File: config.mk
export PLATFORM = sky130hd
export DESIGN_NAME = control_unit_fft_iter_gen_flat
export DESIGN_NICKNAME = d
export VERILOG_FILES = /design/src/rtl/fft_ctrl_pkg.sv /design/src/rtl/control_unit_fft_iter_gen_if.sv /design/src/rtl/fft_ctrl_wait_cnt.sv /design/src/rtl/control_unit_fft_iter_gen.sv /design/src/flat_wrapper.sv
export SDC_FILE = /design/constraint.sdc
export NUM_CORES = 1
export LEC_CHECK = 0
export BUFFER_PORTS_ARGS = -buffer_cell sky130_fd_sc_hd__buf_4
export CAP_MARGIN = 20
export CORE_MARGIN = 10
export CORE_UTILIZATION = 30
export DETAILED_ROUTE_END_ITERATION = 8
export HOLD_SLACK_MARGIN = 0.15
export SLEW_MARGIN = 0
export SYNTH_ARGS = -nofsm -noshare
export SYNTH_HDL_FRONTEND = slang
export SYNTH_SLANG_ARGS = --single-unit
File: constraint.sdc
create_clock -name CLK -period 4.53 [get_ports CLK]
set_input_delay 0.906 -clock CLK [delete_from_list [all_inputs] [get_ports CLK]]
set_output_delay 0.906 -clock CLK [all_outputs]
set_load 0.02 [all_outputs]
File: src/rtl/fft_ctrl_pkg.sv
`default_nettype none
// -----------------------------------------------------------------------------
// fft_ctrl_pkg : shared types and constants for the FFT iteration controller
// Revision     : 1.0
// -----------------------------------------------------------------------------
package fft_ctrl_pkg;

  localparam int MAX_LOG2_DEF = 10;
  localparam int LAY_WL_DEF   = $clog2(MAX_LOG2_DEF + 1);
  localparam int BUTT_WL_DEF  = MAX_LOG2_DEF - 1;
  localparam int WAIT_WL      = 3;

  typedef enum logic [2:0] {
    ST_IDLE     = 3'd0,
    ST_READ     = 3'd1,
    ST_RD_WAIT  = 3'd2,
    ST_STROB    = 3'd3,
    ST_BUT_WAIT = 3'd4,
    ST_WRITE    = 3'd5,
    ST_GAP      = 3'd6
  } state_t;

  function automatic int fft_period(input int rd_lat, input int but_lat, input int wr_gap);
    return 3 + rd_lat + but_lat + wr_gap;
  endfunction

endpackage
`default_nettype wire

File: src/rtl/control_unit_fft_iter_gen_if.sv
`default_nettype none
// -----------------------------------------------------------------------------
// control_unit_fft_iter_gen_if : command and strobe bundle of the FFT controller
// Revision                     : 1.0
// -----------------------------------------------------------------------------
interface control_unit_fft_iter_gen_if
  import fft_ctrl_pkg::*;
#(
  parameter int LayWL  = LAY_WL_DEF,
  parameter int ButtWL = BUTT_WL_DEF
);

  logic              EN;
  logic              START;
  logic              ABORT;
  logic [LayWL-1:0]  N_LOG2;
  logic              BUSY;
  logic              BUT_STROB;
  logic              ADDR_EN;
  logic              ADDR_RST;
  logic              RAM_EN_R;
  logic              RAM_EN_WR;
  logic              Wr;
  logic              LAY_EN;
  logic              LAST_LAY;
  logic [LayWL-1:0]  LAY_IDX;
  logic [ButtWL-1:0] BUTT_IDX;
  logic              DONE;
  logic              ERR;

  // master is the controller, slave is the host/datapath side
  modport master (
    input  EN, START, ABORT, N_LOG2,
    output BUSY, BUT_STROB, ADDR_EN, ADDR_RST, RAM_EN_R, RAM_EN_WR, Wr,
           LAY_EN, LAST_LAY, LAY_IDX, BUTT_IDX, DONE, ERR
  );

  modport slave (
    output EN, START, ABORT, N_LOG2,
    input  BUSY, BUT_STROB, ADDR_EN, ADDR_RST, RAM_EN_R, RAM_EN_WR, Wr,
           LAY_EN, LAST_LAY, LAY_IDX, BUTT_IDX, DONE, ERR
  );

endinterface
`default_nettype wire

File: src/rtl/fft_ctrl_wait_cnt.sv
`default_nettype none
// -----------------------------------------------------------------------------
// fft_ctrl_wait_cnt : loadable down-counter with zero flag, frozen by hold
// Revision          : 1.0
// -----------------------------------------------------------------------------
module fft_ctrl_wait_cnt
  import fft_ctrl_pkg::*;
(
  input  logic               clk,
  input  logic               rst_n,
  input  logic               hold,
  input  logic               load,
  input  logic [WAIT_WL-1:0] load_val,
  output logic               zero
);

  logic [WAIT_WL-1:0] r_cnt;

  // saturates at zero so a wait state that outlives its count stays ready
  always_ff @(posedge clk or negedge rst_n) begin
    if (!rst_n) begin
      r_cnt <= '0;
    end else if (!hold) begin
      if (load) begin
        r_cnt <= load_val;
      end else if (r_cnt != '0) begin
        r_cnt <= r_cnt - WAIT_WL'(1);
      end
    end
  end

  assign zero = (r_cnt == '0);

endmodule
`default_nettype wire

File: src/rtl/control_unit_fft_iter_gen.sv
`default_nettype none
// -----------------------------------------------------------------------------
// control_unit_fft_iter_gen : read/strobe/write sequencer for in-place radix-2 FFT
// Revision                  : 1.0
// -----------------------------------------------------------------------------
module control_unit_fft_iter_gen
  import fft_ctrl_pkg::*;
#(
  parameter int MAX_LOG2 = MAX_LOG2_DEF,
  parameter int LayWL    = LAY_WL_DEF,
  parameter int ButtWL   = BUTT_WL_DEF,
  parameter int RD_LAT   = 1,
  parameter int BUT_LAT  = 0,
  parameter int WR_GAP   = 1
) (
  input  logic                        CLK,
  input  logic                        RST,
  control_unit_fft_iter_gen_if.master bus
);

  state_t             r_state;
  state_t             w_next;
  logic [LayWL-1:0]   r_n;
  logic [LayWL-1:0]   r_lay;
  logic [ButtWL-1:0]  r_butt;
  logic               r_done;
  logic               r_err;

  logic               w_wait_load;
  logic [WAIT_WL-1:0] w_wait_val;
  logic               w_wait_zero;

  logic               w_size_ok;
  logic [ButtWL:0]    w_span;
  logic [ButtWL:0]    w_butt_max;
  logic               w_butt_last;
  logic               w_lay_last;
  logic               w_final;

  logic               w_busy;
  logic               w_strob;
  logic               w_read;
  logic               w_write;

  assign w_size_ok   = (bus.N_LOG2 >= LayWL'(2)) && (bus.N_LOG2 <= LayWL'(MAX_LOG2));

  // one extra bit so 2^(n-1) is representable before the -1
  assign w_span      = (ButtWL+1)'(1) << (r_n - LayWL'(1));
  assign w_butt_max  = w_span - (ButtWL+1)'(1);
  assign w_butt_last = ({1'b0, r_butt} == w_butt_max);
  assign w_lay_last  = (r_lay == (r_n - LayWL'(1)));
  assign w_final     = w_butt_last && w_lay_last;

  fft_ctrl_wait_cnt u_wait_cnt (
    .clk      (CLK),
    .rst_n    (RST),
    .hold     (~bus.EN),
    .load     (w_wait_load),
    .load_val (w_wait_val),
    .zero     (w_wait_zero)
  );

  always_ff @(posedge CLK or negedge RST) begin
    if (!RST) begin
      r_state <= ST_IDLE;
    end else begin
      r_state <= w_next;
    end
  end

  always_comb begin
    w_next      = r_state;
    w_wait_load = 1'b0;
    w_wait_val  = '0;
    w_busy      = (r_state != ST_IDLE);
    w_strob     = (r_state == ST_STROB);
    w_read      = (r_state == ST_READ);
    w_write     = (r_state == ST_WRITE);

    if (bus.EN) begin
      if ((r_state != ST_IDLE) && bus.ABORT) begin
        w_next = ST_IDLE;
      end else begin
        case (r_state)
          ST_IDLE: begin
            if (bus.START && w_size_ok) begin
              w_next = ST_READ;
            end
          end
          ST_READ: begin
            if (RD_LAT > 0) begin
              w_next      = ST_RD_WAIT;
              w_wait_load = 1'b1;
              w_wait_val  = WAIT_WL'(RD_LAT - 1);
            end else begin
              w_next = ST_STROB;
            end
          end
          ST_RD_WAIT: begin
            if (w_wait_zero) begin
              w_next = ST_STROB;
            end
          end
          ST_STROB: begin
            if (BUT_LAT > 0) begin
              w_next      = ST_BUT_WAIT;
              w_wait_load = 1'b1;
              w_wait_val  = WAIT_WL'(BUT_LAT - 1);
            end else begin
              w_next = ST_WRITE;
            end
          end
          ST_BUT_WAIT: begin
            if (w_wait_zero) begin
              w_next = ST_WRITE;
            end
          end
          ST_WRITE: begin
            if (w_final) begin
              w_next = ST_IDLE;
            end else if (WR_GAP > 0) begin
              w_next      = ST_GAP;
              w_wait_load = 1'b1;
              w_wait_val  = WAIT_WL'(WR_GAP - 1);
            end else begin
              w_next = ST_READ;
            end
          end
          ST_GAP: begin
            if (w_wait_zero) begin
              w_next = ST_READ;
            end
          end
          default: begin
            w_next = ST_IDLE;
          end
        endcase
      end
    end
  end

  // indices are cleared whenever the controller falls back to IDLE
  always_ff @(posedge CLK or negedge RST) begin
    if (!RST) begin
      r_n    <= '0;
      r_lay  <= '0;
      r_butt <= '0;
      r_done <= 1'b0;
      r_err  <= 1'b0;
    end else if (bus.EN) begin
      r_done <= 1'b0;
      r_err  <= 1'b0;
      if (r_state == ST_IDLE) begin
        if (bus.START) begin
          if (w_size_ok) begin
            r_n    <= bus.N_LOG2;
            r_lay  <= '0;
            r_butt <= '0;
          end else begin
            r_err <= 1'b1;
          end
        end
      end else if (bus.ABORT) begin
        r_lay  <= '0;
        r_butt <= '0;
      end else if (r_state == ST_WRITE) begin
        if (w_final) begin
          r_done <= 1'b1;
          r_lay  <= '0;
          r_butt <= '0;
        end else if (w_butt_last) begin
          r_butt <= '0;
          r_lay  <= r_lay + LayWL'(1);
        end else begin
          r_butt <= r_butt + ButtWL'(1);
        end
      end
    end
  end

  assign bus.BUSY      = w_busy;
  assign bus.BUT_STROB = w_strob;
  assign bus.ADDR_EN   = w_write;
  assign bus.ADDR_RST  = ~w_busy;
  assign bus.RAM_EN_R  = w_read;
  assign bus.RAM_EN_WR = w_write;
  assign bus.Wr        = w_write;
  assign bus.LAY_EN    = w_write && w_butt_last && !w_lay_last;
  assign bus.LAST_LAY  = w_busy && w_lay_last;
  assign bus.LAY_IDX   = r_lay;
  assign bus.BUTT_IDX  = r_butt;
  assign bus.DONE      = r_done;
  assign bus.ERR       = r_err;

endmodule
`default_nettype wire

File: src/flat_wrapper.sv
// flat-port wrapper written by rule: the top's interface ports become plain ports
module control_unit_fft_iter_gen_flat import fft_ctrl_pkg::*;
#(
  parameter int MAX_LOG2 = MAX_LOG2_DEF,
  parameter int LayWL    = LAY_WL_DEF,
  parameter int ButtWL   = BUTT_WL_DEF,
  parameter int RD_LAT   = 1,
  parameter int BUT_LAT  = 0,
  parameter int WR_GAP   = 1
)
  (CLK, RST, bus_EN, bus_START, bus_ABORT, bus_N_LOG2, bus_BUSY, bus_BUT_STROB, bus_ADDR_EN, bus_ADDR_RST, bus_RAM_EN_R, bus_RAM_EN_WR, bus_Wr, bus_LAY_EN, bus_LAST_LAY, bus_LAY_IDX, bus_BUTT_IDX, bus_DONE, bus_ERR);
  control_unit_fft_iter_gen_if #(.LayWL(LayWL), .ButtWL(ButtWL)) bus_i ();
  input  logic CLK;
  input  logic RST;
  input wire logic [$bits(bus_i.EN)-1:0] bus_EN;
  input wire logic [$bits(bus_i.START)-1:0] bus_START;
  input wire logic [$bits(bus_i.ABORT)-1:0] bus_ABORT;
  input wire logic [$bits(bus_i.N_LOG2)-1:0] bus_N_LOG2;
  output wire logic [$bits(bus_i.BUSY)-1:0] bus_BUSY;
  output wire logic [$bits(bus_i.BUT_STROB)-1:0] bus_BUT_STROB;
  output wire logic [$bits(bus_i.ADDR_EN)-1:0] bus_ADDR_EN;
  output wire logic [$bits(bus_i.ADDR_RST)-1:0] bus_ADDR_RST;
  output wire logic [$bits(bus_i.RAM_EN_R)-1:0] bus_RAM_EN_R;
  output wire logic [$bits(bus_i.RAM_EN_WR)-1:0] bus_RAM_EN_WR;
  output wire logic [$bits(bus_i.Wr)-1:0] bus_Wr;
  output wire logic [$bits(bus_i.LAY_EN)-1:0] bus_LAY_EN;
  output wire logic [$bits(bus_i.LAST_LAY)-1:0] bus_LAST_LAY;
  output wire logic [$bits(bus_i.LAY_IDX)-1:0] bus_LAY_IDX;
  output wire logic [$bits(bus_i.BUTT_IDX)-1:0] bus_BUTT_IDX;
  output wire logic [$bits(bus_i.DONE)-1:0] bus_DONE;
  output wire logic [$bits(bus_i.ERR)-1:0] bus_ERR;
  assign bus_i.EN = bus_EN;
  assign bus_i.START = bus_START;
  assign bus_i.ABORT = bus_ABORT;
  assign bus_i.N_LOG2 = bus_N_LOG2;
  assign bus_BUSY = bus_i.BUSY;
  assign bus_BUT_STROB = bus_i.BUT_STROB;
  assign bus_ADDR_EN = bus_i.ADDR_EN;
  assign bus_ADDR_RST = bus_i.ADDR_RST;
  assign bus_RAM_EN_R = bus_i.RAM_EN_R;
  assign bus_RAM_EN_WR = bus_i.RAM_EN_WR;
  assign bus_Wr = bus_i.Wr;
  assign bus_LAY_EN = bus_i.LAY_EN;
  assign bus_LAST_LAY = bus_i.LAST_LAY;
  assign bus_LAY_IDX = bus_i.LAY_IDX;
  assign bus_BUTT_IDX = bus_i.BUTT_IDX;
  assign bus_DONE = bus_i.DONE;
  assign bus_ERR = bus_i.ERR;
  control_unit_fft_iter_gen #(.MAX_LOG2(MAX_LOG2), .LayWL(LayWL), .ButtWL(ButtWL), .RD_LAT(RD_LAT), .BUT_LAT(BUT_LAT), .WR_GAP(WR_GAP)) u_core (.CLK(CLK), .RST(RST), .bus(bus_i));
endmodule
==> flow_metrics.tcl <==
set metrics [dict create \
    ffs_w_async_s_r_synth 1.00 \
    finalHoldViolations 0 \
    master_of_the_slowest_instance_on_the_critical_path "dfrtp_1" \
    yosysTopAreaCellShare 0.296 \
    port_buffers 32 \
    timing.critical_path.slowest_cell_delay_ns 0.36 \
    hpwlAfterDp_um 4020 \
    postSynthNetCount 267 \
    cts.reportedPaths.clkPinSlew_ns 0.10 \
    drt-total-wl_um 5150 \
    met1_demand_to_capacity_share_in_global_routing 0.130 \
    post_synth_inst_count 248 \
    vias_per_cell 5.04 \
    grt_setup_unrepaired "no" \
    num_vias 1870 \
    period_share 0.934 \
    grt_util_met2 0.147 \
    synth-edff-count 0 \
    period_minus_slack_ns 4.23 \
    route.detailed.wl_per_inst_um 13.9 \
    ctsRootBufferMaster "clkbuf_8" \
    final_critical_path_setup_slack_ns 0.299 \
    clk_skew_ns 0.0142 \
    die_w_um 104 \
    synthesis.yosys.warnings 0 \
    fill_cells 729 \
    max_cap_viol_count 0 \
    synth.distinct_cells 62 \
    drcViolationCount 0 \
    use_met3 0.0353 \
    timing_worst_setup_path_type "register to output pin" \
    muxShareOfSynthArea 0.0266 \
    crit_path_end_kind "output pin" \
    cts_tree "done" \
    synthSimpleGateAreaFrac 0.262 \
    worstPathCellList "inv_1 -> ha_2 -> or2_2 -> o31ai_4 -> nand2_1 -> ha_4 -> xor2_2 -> and3_1 -> o211ai_1 -> a221oi_2 -> o2111a_2 -> nand4_4 -> nor2_1 -> buf_4" \
    largest_net_degree_at_the_start_of_global_routing 26 \
    floorplan.die_area_um2 10800 \
    design.final.nets 295 \
    drt_pre_antenna_iters 4 \
    synth_area_per_cell_um2 8.54 \
    drive_above_1_share 0.251 \
    slew_headroom 0.513 \
    setup-violations-final 0 \
    netlist_top_cells_area "dfrtp_1 (30%), ha_1 (5.9%), nand2_1 (4.3%)" \
    outcome "finished clean" \
    cts_sinks 25 \
    netlist.top_cell.by_area "dfrtp_1" \
    tightest_slew_ns 0.720 \
    grt_first_pass_wirelength_um 9180 \
    power.leakage_nw 1.06 \
    fp.dieH_um 104 \
    num_rows 30 \
    floorplan.initialDensity 0.310 \
    ctsLongestPathBuffers 2 \
    post-place-ws_ns 0.204 \
    cts-buffers-inserted 3 \
    globalRouteTotalUtil 0.0963 \
    worstSetupStartpointType "register" \
    detail-route-antenna-nets 0 \
    achievable-frequency_mhz 236 \
    first_iter_violations 88 \
    combinational_family_with_the_most_area_after_synthesis "simple AND/OR/NAND/NOR gates" \
    synthXorXnorAreaFrac 0.0875 \
    synth_ff_type "dfrtp_1" \
    via_count_of_the_first_global_routing_pass 1903 \
    synth.yosys.seq_area_share 0.296 \
    post_synth_instance_area_um2 2120 \
    power_per_cell_area_nw_per_um2 670 \
    htreeDepth 1 \
    synth_compound_area_frac 0.206 \
    insertion_delay_ns 0.28 \
    critPathArrivalTime_ns 3.32 \
    hold_class "input port to async pin" \
    antenna_found_initial 0 \
    yosys.area_share.adder 0.0591 \
    slew_viol_final 0 \
    power.ir.vdd_worst_v 0.000268 \
    placeable_area_um2 6830 \
    grt_busiest_layer "met2" \
    post_route_setup_tns_ns 0 \
    floorplan.io_pins 33 \
    ys_seq_elements 25 \
    cp_data_required_time_ns 3.62 \
    grt-ovfl-total 0 \
    flow.area_growth_from_synthesis_pct 19.6 \
    timing.critical_path.fanout_max 8 \
    antenna_cells 0 \
    place.gp.congestion 0.884 \
]
-- synthesized netlist by cell type (all sizes together), types with 8 or more instances --
| cell | n |
|---|---|
| xnor2 | 8 |
| dfrtp | 25 |
| xor2 | 8 |
| inv | 18 |
| o21ai | 12 |
| nand3 | 9 |
| nand2 | 25 |
| nor3 | 15 |
| a21oi | 8 |
| nor2 | 18 |
| ha | 10 |
-- power by group --
part / switching (mW) / total, mW / internal, mW
Clock: 0.0739 / 0.136 / 0.0624
Sequential: 0.0946 / 0.376 / 0.282
Combinational: 0.666 / 1.18 / 0.517
-- layer usage --
metal / up-vias / share of wire
met1: 869 / 0.49
met4: 0 / 0.0029
li1: 943 / -
met5: - / 0
met2: 56 / 0.43
met3: 2 / 0.080
-- kinds of logic after synthesis --
family | after synthesis
compound gates | 57
xor+xnor | 18
fa+ha+maj | 10
buf+inv | 31
flops | 25
mux | 5
simple gates | 102
-- critical path, delay by kind of cell (launching register included) --
kind                     cells  cell delay [ns]
AO/OA/AOI/OAI                4             0.94
XOR/XNOR                     1             0.19
adder cells (fa/ha/maj)      2             0.45
buffers and inverters        2             0.22
flip-flops                   1             0.36
AND/OR/NAND/NOR              5             0.87
-- flip-flops by register name, summed over array words and instances (netlist names) --
| name | cells |
|---|---|
| u_core.bus.BUTT_IDX | 9 |
| u_core.r_state | 3 |
| u_core.u_wait_cnt.r_cnt | 3 |
| u_core.bus.DONE | 1 |
| u_core.r_n | 4 |
| u_core.bus.LAY_IDX | 4 |
| u_core.bus.ERR | 1 |
-- final cells by class --
class | count | area (um2) | share of cell area
multi-input combinational | 192 | 1400 | 0.553
clock buffer | 3 | 41.3 | 0.0163
sequential | 25 | 626 | 0.247
tap | 96 | 120 | 0.0474
clock inverter | 1 | 7.51 | 0.00296
inverter | 18 | 67.6 | 0.0267
timing repair buffer | 36 | 270 | 0.107
-- through the flow --
stage / power [mW] / util / cell area (um2) / std cells / hold WS [ns]
after floorplan: 1.26 / - / 2120 / 248 / 0.559
after global placement: 1.51 / 0.355 / 2430 / 365 / 0.526
after detailed placement: 1.51 / 0.355 / 2430 / 365 / 0.525
after CTS: 1.66 / 0.363 / 2480 / 369 / 0.529
after global routing: 1.86 / 0.371 / 2530 / 371 / 0.530
final: 1.70 / 0.371 / 2530 / 371 / 0.522
-- final timing paths --
path	startpoint	endpoint	slack, ns	cells after the start
max	u_core.r_n[0]	bus_LAY_EN	0.30	14
min	RST	u_core.bus.LAY_IDX[0]	0.52	1
max reg2reg	u_core.r_n[0]	u_core.bus.LAY_IDX[1]	0.88	15
min reg2reg	u_core.bus.DONE	u_core.bus.DONE	0.54	2
max in group asynchronous	RST	u_core.bus.LAY_IDX[2]	3.76	1
min in group CLK	u_core.bus.DONE	u_core.bus.DONE	0.54	2
-- cell usage in the layout, fill, tap and decap left out, types with 5 or more instances in the layout --
| master | Yosys | layout |
|---|---|---|
| o211ai_1 | 5 | 5 |
| buf_4 | 2 | 36 |
| xnor2_1 | 8 | 8 |
| nand3_1 | 9 | 9 |
| a21oi_1 | 7 | 7 |
| nand2_1 | 24 | 24 |
| xor2_1 | 8 | 7 |
| nor2_1 | 18 | 18 |
| inv_1 | 18 | 18 |
| dfrtp_1 | 25 | 25 |
| o21ai_0 | 9 | 9 |
| mux2_2 | 5 | 5 |
| ha_1 | 10 | 8 |
| nand4_1 | 6 | 6 |
| nor3_1 | 15 | 15 |
-- timing repair --
| action | CTS | global route |
|---|---|---|
| endpoints found under the setup margin | 1 | 1 |
| hold buffers | 0 | 0 |
| pin swaps | 0 | 2 |
| gates resized for setup | 1 | 6 |
| buffers inserted | 0 | 2 |
| hold endpoints to repair | 0 | 0 |
No activity file was read; power rests on OpenSTA's default activity.
